$ cat src/rtl/uart_rx01_if.sv
// uart_rx01_if: received-byte bus out of the 8N1/8E1 receiver.
// master drives rx_data/rx_valid/rx_frame_err; slave observes them.
interface uart_rx01_if;
  logic [7:0] rx_data;
  logic       rx_valid;
  logic       rx_frame_err;

  modport master (
    output rx_data,
    output rx_valid,
    output rx_frame_err
  );

  modport slave (
    input rx_data,
    input rx_valid,
    input rx_frame_err
  );
endinterface

$ cat src/rtl/uart_rx01.sv
// uart_rx01: 8N1 UART receiver, LSB first, CLKS_PER_BIT clocks/bit.
// Ports: clk, PMOD4 (async active-high reset), RS232_Rx (serial in),
//   rx (uart_rx01_if.master: rx_data, rx_valid, rx_frame_err),
//   LED1..LED5 = rx_data[0..4].
// Define UART_RX_PARITY_EN for 8E1 (even parity bit before stop).
module uart_rx01 #(
  parameter int CLKS_PER_BIT = 104
) (
  input  logic         clk,
  input  logic         PMOD4,
  input  logic         RS232_Rx,
  uart_rx01_if.master  rx,
  output logic         LED1,
  output logic         LED2,
  output logic         LED3,
  output logic         LED4,
  output logic         LED5
);

  localparam logic [15:0] HALF =
    16'(CLKS_PER_BIT / 2 - 1);
  localparam logic [15:0] FULL =
    16'(CLKS_PER_BIT - 1);

  typedef enum logic [2:0] {
    IDLE,
    START,
    DATA,
`ifdef UART_RX_PARITY_EN
    PARITY,
`endif
    STOP,
    WAIT_HIGH
  } state_t;

  state_t      state;
  logic        sync1;
  logic        rxs;
  logic [15:0] timer;
  logic [2:0]  idx;
  logic [7:0]  shreg;
  logic [7:0]  data_q;
  logic        valid_q;
  logic        err_q;
`ifdef UART_RX_PARITY_EN
  logic        par_bad;
`endif

  always_ff @(posedge clk or posedge PMOD4) begin
    if (PMOD4) begin
      state   <= IDLE;
      sync1   <= 1'b1;
      rxs     <= 1'b1;
      timer   <= '0;
      idx     <= '0;
      shreg   <= '0;
      data_q  <= '0;
      valid_q <= 1'b0;
      err_q   <= 1'b0;
`ifdef UART_RX_PARITY_EN
      par_bad <= 1'b0;
`endif
    end else begin
      sync1   <= RS232_Rx;
      rxs     <= sync1;
      valid_q <= 1'b0;
      err_q   <= 1'b0;
      unique case (state)
        IDLE: begin
          if (!rxs) begin
            timer <= HALF;
            state <= START;
          end
        end
        START: begin
          if (timer != 16'd0) begin
            timer <= timer - 16'd1;
          end else if (!rxs) begin
            timer <= FULL;
            idx   <= '0;
            state <= DATA;
          end else begin
            // Start bit gone by mid-bit: glitch.
            state <= IDLE;
          end
        end
        DATA: begin
          if (timer != 16'd0) begin
            timer <= timer - 16'd1;
          end else begin
            shreg <= {rxs, shreg[7:1]};
            timer <= FULL;
            idx   <= idx + 3'd1;
            if (idx == 3'd7) begin
`ifdef UART_RX_PARITY_EN
              state <= PARITY;
`else
              state <= STOP;
`endif
            end
          end
        end
`ifdef UART_RX_PARITY_EN
        PARITY: begin
          if (timer != 16'd0) begin
            timer <= timer - 16'd1;
          end else begin
            // Even parity: bit equals XOR of data.
            par_bad <= rxs ^ (^shreg);
            timer   <= FULL;
            state   <= STOP;
          end
        end
`endif
        STOP: begin
          if (timer != 16'd0) begin
            timer <= timer - 16'd1;
          end else if (!rxs) begin
            err_q <= 1'b1;
            state <= WAIT_HIGH;
          end else begin
`ifdef UART_RX_PARITY_EN
            if (par_bad) begin
              err_q <= 1'b1;
            end else begin
              data_q  <= shreg;
              valid_q <= 1'b1;
            end
`else
            data_q  <= shreg;
            valid_q <= 1'b1;
`endif
            state <= IDLE;
          end
        end
        WAIT_HIGH: begin
          // Hold off until a break / stuck-low line releases.
          if (rxs) state <= IDLE;
        end
        default: state <= IDLE;
      endcase
    end
  end

  assign rx.rx_data      = data_q;
  assign rx.rx_valid     = valid_q;
  assign rx.rx_frame_err = err_q;

  assign LED1 = data_q[0];
  assign LED2 = data_q[1];
  assign LED3 = data_q[2];
  assign LED4 = data_q[3];
  assign LED5 = data_q[4];

endmodule

$ cat src/flat_wrapper.sv
// flat-port wrapper written by rule: the top's interface ports become plain ports
module uart_rx01_flat 
#(
  parameter int CLKS_PER_BIT = 104
)
  (clk, PMOD4, RS232_Rx, LED1, LED2, LED3, LED4, LED5, rx_rx_data, rx_rx_valid, rx_rx_frame_err);
  uart_rx01_if rx_i ();
  input  logic clk;
  input  logic PMOD4;
  input  logic RS232_Rx;
  output logic LED1;
  output logic LED2;
  output logic LED3;
  output logic LED4;
  output logic LED5;
  output wire logic [$bits(rx_i.rx_data)-1:0] rx_rx_data;
  output wire logic [$bits(rx_i.rx_valid)-1:0] rx_rx_valid;
  output wire logic [$bits(rx_i.rx_frame_err)-1:0] rx_rx_frame_err;
  assign rx_rx_data = rx_i.rx_data;
  assign rx_rx_valid = rx_i.rx_valid;
  assign rx_rx_frame_err = rx_i.rx_frame_err;
  uart_rx01 #(.CLKS_PER_BIT(CLKS_PER_BIT)) u_core (.clk(clk), .PMOD4(PMOD4), .RS232_Rx(RS232_Rx), .rx(rx_i), .LED1(LED1), .LED2(LED2), .LED3(LED3), .LED4(LED4), .LED5(LED5));
endmodule
$ cat config.mk
export PLATFORM = sky130hd
export DESIGN_NAME = uart_rx01_flat
export DESIGN_NICKNAME = d
export VERILOG_FILES = /design/src/rtl/uart_rx01_if.sv /design/src/rtl/uart_rx01.sv /design/src/flat_wrapper.sv
export SDC_FILE = /design/constraint.sdc
export NUM_CORES = 1
export LEC_CHECK = 0
export CORE_UTILIZATION = 55
export CTS_BUF_LIST = sky130_fd_sc_hd__clkbuf_16
export CTS_CLUSTER_SIZE = 25
export DETAILED_ROUTE_END_ITERATION = 7
export DONT_BUFFER_PORTS = 1
export PLACE_DENSITY = 0.68
export SLEW_MARGIN = 20
export SYNTH_ARGS = -nofsm -noshare
export SYNTH_HDL_FRONTEND = slang
export SYNTH_SLANG_ARGS = --single-unit
$ cat constraint.sdc
create_clock -name clk -period 4.4 [get_ports clk]
set_input_delay 0.22 -clock clk [delete_from_list [all_inputs] [get_ports clk]]
set_output_delay 0.22 -clock clk [all_outputs]
set_load 0.01 [all_outputs]
-- Word-level counts from Yosys, hierarchy flattened
Cells that the tools add are included.
- $add $sub $neg: 2
- eq/ne operators: 14
- mux-type cells: 25
- bitwise gates (word level): 1
- reductions and logical operators: 9
- operators by type and width (operator ; number):
    16-bit two-way mux ; 5
    16-bit case mux with 4 select lines ; 1
    3-bit two-way mux ; 10
    16-bit nonzero test ; 1
    16-bit by 1-bit subtractor with 16-bit output (second input constant) ; 1
    3-bit case mux with 5 select lines ; 1
    2-bit != test (second input constant) ; 5
    4-bit AND reduction ; 2
    3-bit by 2-bit equality test with 1-bit output (second input constant) ; 2
    3-bit equality test (second input constant) ; 2
    1-bit two-way mux ; 6
    2-bit by 1-bit != test with 1-bit output (second input constant) ; 3
    3-bit case mux with 2 select lines ; 1
    6-bit AND reduction ; 1
    4-bit nonzero test ; 1
    3-bit by 1-bit adder with 3-bit output (second input constant) ; 1
    3-bit by 1-bit equality test with 1-bit output (second input constant) ; 1
    3-bit logical NOT ; 1
    3-bit != test (second input constant) ; 1
    3-bit AND reduction ; 1
    2-bit two-way mux ; 1
    2-bit AND reduction ; 1
    2-bit nonzero test ; 1
    1-bit NOT ; 1
- flip-flop bits (word level): 42
- input bits: 3
- logic and storage cells: 60

-- Longest topological paths before layout
- depth after elaboration: 4
- mapped depth: 9

-- Worst setup path before layout
No wires, ideal clock.
- path kind: flip-flop to flip-flop
- start point: register u_core.timer[0]
- end point: register u_core.shreg[0]
- data arrival time: 1.798 ns
- data required time: 4.275 ns
- setup slack: 2.478 ns
- stages on the path, launching flop included: 7
- path buffers: 0
- clock period less this slack: 1.922 ns
- path through: dfrtp_1 -> inv_1 -> ha_1 -> nor4b_2 -> nand4_2 -> nor3_4 -> mux2_2
- longest elaborated chain between the ends: 3
- RTL lines (element ; line ; RTL):
    start, declared ; uart_rx01.sv:39 ; logic [15:0] timer;
    start signal, assigned ; uart_rx01.sv:77 ; timer <= timer - 16'd1;
    start signal, assigned ; uart_rx01.sv:89 ; timer <= timer - 16'd1;
    start signal, assigned ; uart_rx01.sv:117 ; timer <= timer - 16'd1;
    16-bit nonzero test ; uart_rx01.sv:88 ; if (timer != 16'd0) begin
    1-bit NOT (no source line) ; n/a ;
    2-bit AND reduction (no source line) ; n/a ;
    end signal, assigned ; uart_rx01.sv:91 ; shreg <= {rxs, shreg[7:1]};
    end, declared ; uart_rx01.sv:41 ; logic [7:0] shreg;
No other way between the ends.
A chain may end at the register's enable or synchronous reset.

-- Worst setup path in the final report
- start point: register u_core.timer[0]
- end point: register u_core.timer[6]
- longest elaborated chain between the ends: 3
- elaborated cells on any way between the ends: 9
- RTL lines (element ; line ; RTL):
    16-bit by 1-bit subtractor with 16-bit output or 16-bit nonzero test (tied branches) ; n/a ;
    16-bit two-way mux, or another cell as far along ; uart_rx01.sv:116 ; if (timer != 16'd0) begin
    16-bit case mux with 4 select lines or 4-bit AND reduction (tied branches) ; n/a ;
Parallel ways exist; a longest one is shown, timed or not. The select of a mux whose other input is x is not followed.

==> results.txt <==
Ys async rst share - 1.00
WS Path Type - register to register
Mux cell area share after synthesis - 0.0965
Synthesis Warnings - 0
R2R depth - 8
Dpl cells - 230
Worst path top cell family by delay - simple AND/OR/NAND/NOR gates
Synthesized instance count - 193
Most frequent cells in the layout - dfrtp_1 (40), nor2_1 (21), mux2_2 (17)
Input/output buffers - 0
Hold Startpoint - u_core.sync1
Final cell count without fillers - 240
Avg Inst Size Synth - 10.8 µm²
Crit-path max FO - 11
Final setup skew - 0.00410 ns
Initial Util - 0.570
Vias in the first global route - 1471
Filler cells - 281
Sw frac - 0.217
Peak VDD IR - 0.267 mV
Wirelength per Cell - 15.7 µm
WHS - 0.358 ns
Crit end category - register
Post-Syn Area - 0.00209 mm²
Final instance area - 0.00224 mm²
CTS max path bufs - 2
Static leakage power - 1.09 nW
Hold Crit Depth - 0
Hold Vio Cnt, Final - 0
Capture point of the worst reg-to-reg path - u_core.timer[6]
DP Area - 0.00207 mm²
Critical path's largest stage delay - 0.46 ns
Total number of vias - 1432
Post-synthesis compound-gate area fraction - 0.144
Clock slew at reported path FFs - 0.06 ns
Initial antenna violation count - 0
Final ANT Viol Nets - 0
CTS resizes - 0
Pwr Total - 776 µW
Slew @ Worst Pin - 0.575 ns
Synth area leader - dfrtp_1
Area contributors post-synth - dfrtp_1 (48%), mux2_2 (9.2%), nor2_1 (3.8%), a21oi_1 (3.1%), nand2_1 (2.9%)
RSZ-0062 raised after global routing - no
Clock power frac - 0.485
Core Box Area - 0.00366 mm²
Setup ws final - 2.21 ns
Internal - 607 µW
Sequential power share - 0.501
Netlist cell types - 44
Pin count of the biggest net entering global routing - 28
CP max-delay cell - and4_1
Post-route clock period utilization - 0.499
Core Util, Final - 0.613
First DRT Iteration DRCs - 76
GRT overflow - 0
CTS Root Cell - clkbuf_16
Synth Flop Type - dfrtp_1
Maxcap violations - 0
Tightest Hold Check Type - register to register
CP cell instances - inv_1, ha_1, nor4b_2, and4_1, a311oi_1, buf_4, o21a_1, o22a_1
First-pass detailed-route iteration total - 4
Num CTS Buffers - 5
Global-route wire length before repair - 6740 µm
Setup TNS - 0 ns
CTS sink count - 42
DR DRC count - 0
Die W - 63.6 µm
Most common cell after layout, fill and taps aside - dfrtp_1
Post-synth top area share - 0.480
Row Count - 22
Hold Path End - u_core.rxs
Register area share after synthesis - 0.505
Arrival time worst endpoint - 2.37 ns
Routability congestion estimate - 0.859
CTS tree - built
Simple-gate share of the synthesized area - 0.177
Buf+Inv Stages, Crit Path - 2
Maximum clock frequency - 456 MHz
Adder-cell area share of the yosys netlist - 0.0240
Nets - 198
Io pins - 18
DP Wirelength - 2590 µm
Psw - 169 µW
Critical Path Start Type - register
Pre-CTS setup slack - 2.22 ns
Largest family of logic cells by synthesized area - simple AND/OR/NAND/NOR gates
Crit Reg-Reg Startpoint - u_core.timer[0]
Logic pwr share - 0.013
Yosys reg bits - 42
Syn Nets - 200
Die area - 0.00404 mm²
Diode count - 0
Status - finished clean
Period minus WS final - 2.19 ns
Area grow syn2layout - 7.49%
Clk_lat worst skew - 0.29 ns
Worst path required time - 4.58 ns
Total GRT Usage - 0.221
Cell Pwr Density - 346 mW/mm²
Post-synth EDFFs - 0
Die Height - 63.6 µm
Routed wire length - 3770 µm
Post-Synth XOR/XNOR Area - 0
H-tree levels - 2
Final Setup Violations - 0
Post-DR vias/cell - 5.97
Slew margin rel. - 0.616
Share of cells above drive strength 1 - 0.208
Reg-to-reg setup timing slack - 2.21 ns
Final max-slew violation count - 0
[metal layers]
layer  vias to the layer above  routed length [µm]  share of wire  global-route usage
met3                         7                 127          0.034              0.0471
met2                        30                1840           0.49               0.340
li1                        690                   -              -                   -
met1                       705                1740           0.46               0.295
met4                         0                  59          0.016               0.105
met5                         -                   0              0                   0
[sequential cells by signal, summed over array words and instances, names as in the netlist]
register and cells:
u_core.idx 3, u_core.rx.rx_data 8, u_core.rx.rx_frame_err 1, u_core.rx.rx_valid 1
u_core.rxs 1, u_core.shreg 8, u_core.state 3, u_core.sync1 1
u_core.timer 16
[worst reg2reg max path, cell delays in order (launching register included)]
cell and delay (ns):
dfrtp_1 0.41, inv_1 0.10, ha_1 0.14, nor4b_2 0.33, and4_1 0.46, a311oi_1 0.15
buf_4 0.22, o21a_1 0.11, o22a_1 0.16
[area by class of cell]
cell class                 instances  area [µm²]  area share
sequential                        42        1050       0.470
multi-input combinational        133         922       0.411
clock buffer                       5         125      0.0558
tap                               48        60.1      0.0268
timing repair buffer               4        35.0      0.0156
clock inverter                     3        28.8      0.0128
inverter                           5        18.8     0.00837
[Yosys cell counts, types with 3 or more instances]
| cell type | n |
|---|---|
| mux2_2 | 17 |
| inv_1 | 5 |
| nand2_1 | 16 |
| o21ai_0 | 6 |
| nand3_1 | 3 |
| buf_4 | 7 |
| a31oi_1 | 8 |
| nand4_1 | 3 |
| nor2_1 | 21 |
| a21oi_1 | 13 |
| nor3_1 | 7 |
| ha_1 | 4 |
| dfrtp_1 | 40 |
[what timing repair did]
item                                    in CTS  in global routing
endpoints found under the setup margin       0                  0
hold buffers                                 2                  0
endpoints found under the hold margin       16                  0
buffers inserted                             0                  0
[cells by family (layout without fill, tap and decap cells)]
kind of cell,Yosys count,after routing
buffers and inverters,18,17
adders and majority gates,4,4
muxes,18,18
and+or+nand+nor,65,65
AOI/OAI and AO/OA,46,46
DFF,42,42
[power by group through the flow]
stage	clock network, mW	logic, mW	registers [mW]
final	0.376	0.0104	0.389
after global routing	0.397	0.0125	0.389
after CTS	0.384	0.0111	0.389
after detailed placement	0	0.00973	0.396
after global placement	0	0.00944	0.396
after floorplan	0	0.00664	0.396
[worst max path at each step]
stage	from	end	slack, ns	cells past startpoint
after floorplan	u_core.timer[0]	u_core.shreg[0]	2.48	6
final	u_core.timer[0]	u_core.timer[6]	2.21	8
after global placement	u_core.timer[0]	u_core.timer[6]	2.26	8
after global routing	u_core.timer[0]	u_core.timer[6]	2.02	8
after CTS	u_core.timer[0]	u_core.timer[6]	2.21	8
after detailed placement	u_core.timer[0]	u_core.timer[6]	2.22	8
Note: power is estimated with default switching activity, not from simulation.
